[src/rtl/intc_prio_pkg.sv]
// Shared definitions for the intc_prio interrupt controller: FSM state
// encoding and the supported range of request channel counts.
package intc_prio_pkg;

    typedef enum logic [1:0] {
        ST_IDLE   = 2'd0,
        ST_ASSERT = 2'd1,
        ST_GAP    = 2'd2
    } state_e;

    localparam int N_MIN = 2;
    localparam int N_MAX = 16;

endpackage : intc_prio_pkg

[src/rtl/intc_prio_enc.sv]
// Combinational priority encoder over N request bits. The highest index wins,
// with the scan start rotated so that index i_offset-1 has top priority.
module intc_prio_enc #(
    parameter int N    = 4,
    parameter int ID_W = $clog2(N)
) (
    input  logic [N-1:0]    i_req,
    input  logic [ID_W-1:0] i_offset,
    output logic [ID_W-1:0] o_idx,
    output logic            o_valid
);

    int w_pos;

    // Rank k maps to channel (k + offset) mod N; later (higher) ranks override.
    always_comb begin
        o_idx   = '0;
        o_valid = 1'b0;
        w_pos   = 0;
        for (int k = 0; k < N; k++) begin
            w_pos = (k + int'(i_offset)) % N;
            if (i_req[w_pos]) begin
                o_idx   = ID_W'(w_pos);
                o_valid = 1'b1;
            end
        end
    end

endmodule : intc_prio_enc

[src/rtl/intc_prio.sv]
// Registered interrupt controller: rising-edge pending latch, masked selection
// and irq/ack handshake. Define INTC_ROUND_ROBIN_EN for rotating priority.
module intc_prio
    import intc_prio_pkg::*;
#(
    parameter int N    = 4,
    parameter int ID_W = $clog2(N)
) (
    input  logic            i_clock,
    input  logic            i_reset_n,
    input  logic            i_mode,
    input  logic [N-1:0]    i_req,
    input  logic [N-1:0]    i_mask,
    input  logic            i_ack,
    output logic            o_irq,
    output logic [ID_W-1:0] o_irq_id,
    output logic [N-1:0]    o_pending
);

    logic [N-1:0]    r_req_q;
    logic [N-1:0]    r_pending;
    logic [N-1:0]    w_set;
    logic [N-1:0]    w_clr;
    logic [N-1:0]    w_pending_next;
    logic [N-1:0]    w_elig;
    logic [ID_W-1:0] r_irq_id;
    logic [ID_W-1:0] w_irq_id_next;
    logic [ID_W-1:0] w_sel;
    logic [ID_W-1:0] w_offset;
    logic            w_sel_valid;
    logic            w_ack_ok;
    state_e          r_state;
    state_e          w_state_next;

    assign w_ack_ok = (r_state == ST_ASSERT) && i_ack;
    assign w_set    = i_req & ~r_req_q;

    generate
        for (genvar gi = 0; gi < N; gi++) begin : g_clr
            assign w_clr[gi] = w_ack_ok && (r_irq_id == ID_W'(gi));
        end
    endgenerate

    // Set is OR-ed in last so a fresh edge beats a same-cycle acknowledge.
    assign w_pending_next = (r_pending & ~w_clr) | w_set;

    assign w_elig = i_mode ? (r_pending & i_mask)
                           : {{(N-1){1'b0}}, r_pending[0] & i_mask[0]};

`ifdef INTC_ROUND_ROBIN_EN
    logic [ID_W-1:0] r_last;

    always_ff @(posedge i_clock or negedge i_reset_n) begin
        if (!i_reset_n) begin
            r_last <= '0;
        end else if (w_ack_ok) begin
            r_last <= r_irq_id;
        end
    end

    assign w_offset = r_last;
`else
    assign w_offset = '0;
`endif

    intc_prio_enc #(
        .N    (N),
        .ID_W (ID_W)
    ) u_enc (
        .i_req    (w_elig),
        .i_offset (w_offset),
        .o_idx    (w_sel),
        .o_valid  (w_sel_valid)
    );

    always_ff @(posedge i_clock or negedge i_reset_n) begin
        if (!i_reset_n) begin
            r_req_q   <= '0;
            r_pending <= '0;
            r_irq_id  <= '0;
            r_state   <= ST_IDLE;
        end else begin
            r_req_q   <= i_req;
            r_pending <= w_pending_next;
            r_irq_id  <= w_irq_id_next;
            r_state   <= w_state_next;
        end
    end

    always_comb begin
        w_state_next  = r_state;
        w_irq_id_next = r_irq_id;
        case (r_state)
            ST_IDLE: begin
                if (w_sel_valid) begin
                    w_state_next  = ST_ASSERT;
                    w_irq_id_next = w_sel;
                end
            end
            ST_ASSERT: begin
                if (i_ack) begin
                    w_state_next  = ST_GAP;
                    w_irq_id_next = '0;
                end
            end
            ST_GAP: begin
                w_state_next = ST_IDLE;
            end
            default: begin
                w_state_next  = ST_IDLE;
                w_irq_id_next = '0;
            end
        endcase
    end

    assign o_irq     = (r_state == ST_ASSERT);
    assign o_irq_id  = r_irq_id;
    assign o_pending = r_pending;

endmodule : intc_prio

[config.mk]
export PLATFORM = sky130hd
export DESIGN_NAME = intc_prio
export DESIGN_NICKNAME = d
export VERILOG_FILES = /design/src/rtl/intc_prio_pkg.sv /design/src/rtl/intc_prio_enc.sv /design/src/rtl/intc_prio.sv
export SDC_FILE = /design/constraint.sdc
export NUM_CORES = 1
export LEC_CHECK = 0
export CAP_MARGIN = 20
export CORE_AREA = 4 4 41 43
export DETAILED_ROUTE_END_ITERATION = 10
export DIE_AREA = 0 0 45 47
export PLACE_DENSITY = 0.71
export SYNTH_ARGS = -nofsm -noshare
export SYNTH_HDL_FRONTEND = slang
export SYNTH_SLANG_ARGS = --single-unit
[constraint.sdc]
create_clock -name i_clock -period 1.6 [get_ports i_clock]
set_clock_uncertainty 0.1 [all_clocks]
set_input_delay 0.16 -clock i_clock [delete_from_list [all_inputs] [get_ports i_clock]]
set_output_delay 0.16 -clock i_clock [all_outputs]
set_load 0.05 [all_outputs]
==> flow_summary.toml <==
[run_status]
run_status = "finished, final reports clean"

[clock_tree]
cts_max_level = 1
numCtsBuffers = 3
clkSlewWorstSetupHoldPaths_ps = 80
clockRootBuffer = "sky130_fd_sc_hd__clkbuf_4"
clock_sink_count = 12
cts_tree = "done"
holdBufCountCts = 0
clock_latency_reported_for_the_late_side_of_the_worst_skew_pair_ps = 270
post_cts_resized = 0
clock_path_buffers = 2
cts_post_setup_buffers_inserted = 0

[critical_path]
crit_path_top_delay_cell = "sky130_fd_sc_hd__dfrtp_1"
r2r_setup_slack_ps = 250
timing.rr.start = "r_state[1]"
setup.worst_path.class = "reg -> out"
timing.critical_path.fanout_max = 10
path_buf_inv = 1
worst-endpoint-required_ps = 1340
r2r_cells = 3
worst_setup_path_end_kind = "output port"
critical-path-top-delay-family = "flip-flops"
timing.critical_path.cells = "and2b_1 -> buf_12"
cp-start-kind = "register"
r2r_end = "r_state[0]"
critical_path_arrival_ps = 1170
crit_path_max_incr_delay_ps = 500

[global_route]
grt_first_pass_wirelength_mm = 1.77
grt_antenna_before_repair = 0
global_route.usage.total = 0.122
grt_overflow_total = 0
pin_count_of_the_biggest_net_entering_global_routing = 13
vias_in_the_first_global_route = 409

[drt]
remaining_design_rule_violation_count = 0
antenna_violating_nets_post_route = 0
routed-via-count = 411
detail_route.wl_per_cell_um = 13.0
firstDrtPassIters = 2
viasPerCell = 5.01
wire_length_reported_by_the_detailed_router_mm = 1.07
initialDrtViolationCount = 5

[timing]
setup_violations = 0
max-slew-margin-rel = 0.660
finalCritPeriodShare = 0.894
period_minus_slack_ps = 1430
rsz_0062_raised_after_global_routing = "false"
finalHoldViolCount = 0
timing.fmax_ghz = 0.699
tightest_pin_transition_ps = 508
slew_violations = 0
setup_tns_ps = 0

[power_and_ir_drop]
total_power_w = 0.00137
power_leakage_nw = 0.321
power-per-cell-area_nw_per_um2 = 1840
irDropWorstVdd_v = 0.00136

[synth]
post_synth_instance_area_um2 = 512
mean_area_per_synthesized_cell_um2 = 11.1
synth-seq-cells = 12
unique_masters_post_synth = 19
ys_warn_count = 0
synthCells = 46
synth-seq-area-share = 0.587
postSynthNetCount = 58

[cells_and_area]
final-seq-area_um2 = 300
antenna_diode_instance_count = 0
num-fill-cells = 126
area_taken_by_multi_input_logic_gates_um2 = 174
syn2layout_area_growth_pct = 45.2
layout-drive-gt1-share = 0.194
finalNetCount = 80

[floorplan]
core-area_um2 = 1300
floorplan.initialDensity = 0.393
boundary_pins = 19
full_die_area_um2 = 2120
std_cell_rows = 13
die_y_um = 47
die_x_um = 45

[placement]
number_of_input_and_output_port_buffers_inserted = 18
finalWeightedCongestion = 0.735

[hold_path]
timing.hold.worst.class = "in -> async"

[run]
max-cap-violations = 0
[logic make-up (layout without fill, tap and decap cells)]
family / count (synthesis) / after routing / share of synthesized area
buf+inv: 8 / 29 / 0.0734
flops: 12 / 12 / 0.587
compound gates: 16 / 16 / 0.208
simple gates: 10 / 10 / 0.132
[worst max path at each step]
stage,startpoint,end,slack [ps],cells past startpoint
detailed placement,i_mask[0],r_state[0],120,4
finish,r_state[1],o_irq,170,2
floorplan,o_irq_id[1],o_pending[2],170,3
global placement,i_mask[0],r_state[0],150,4
global route,r_state[1],o_irq,110,2
CTS,r_state[1],o_irq,160,2
[Yosys cell counts, drive strengths merged]
cell type,count,area [µm²]
a22oi,1,7.51
nand3,1,5.00
or3,1,11.3
o41ai,2,17.5
o221ai,2,17.5
and3b,1,10.0
buf,1,11.3
a32oi,1,8.76
nand4b,1,8.76
and2b,1,7.51
o211ai,1,7.51
dfrtp,12,300
inv,7,26.3
o21ai,8,40.0
nand2,2,7.51
nor2,1,3.75
nor3b,1,7.51
a211oi,1,7.51
nor2b,1,6.26
[sequential cells by signal, summed over array words and instances (netlist names)]
name	count
o_pending	4
o_irq_id	2
r_state	2
r_req_q	4
[metrics by stage]
stage	util	instance area, µm²	std cells	hold slack, ps	setup WS (ps)
after global routing	0.571	743	82	162	113
final	0.571	743	82	123	169
after detailed placement	0.543	707	78	310	123
after floorplan	-	512	46	-236	165
after CTS	0.571	743	82	141	164
after global placement	0.543	707	78	304	149
[layer usage]
layer	global-route usage	share of wire
met5	0	0
met4	0.0877	0
met3	0.0383	0.075
met2	0.172	0.46
met1	0.156	0.46
[cells in the final DEF (no fill, tap or decap), types with 2 or more instances in the layout]
master                             n
sky130_fd_sc_hd__o41ai_1           2
sky130_fd_sc_hd__clkbuf_4          3
sky130_fd_sc_hd__buf_4             5
sky130_fd_sc_hd__o21ai_0           8
sky130_fd_sc_hd__nand2_1           2
sky130_fd_sc_hd__dfrtp_1          12
sky130_fd_sc_hd__inv_1             7
sky130_fd_sc_hd__buf_12            2
sky130_fd_sc_hd__clkdlybuf4s50_1  11
sky130_fd_sc_hd__o221ai_1          2
[layout make-up]
class | instances | area share
Sequential cell | 12 | 0.404
Timing Repair Buffer | 18 | 0.253
Multi-Input combinational cell | 26 | 0.234
Clock buffer | 4 | 0.0488
Inverter | 7 | 0.0354
Tap cell | 15 | 0.0253
[where the power goes]
part / internal (W) / switching [W]
Sequential: 0.000382 / 0.000110
Combinational: 0.000271 / 0.000367
Clock: 0.000138 / 0.0000998
Total: 0.000791 / 0.000577
No activity file was read; power rests on OpenSTA's default activity.
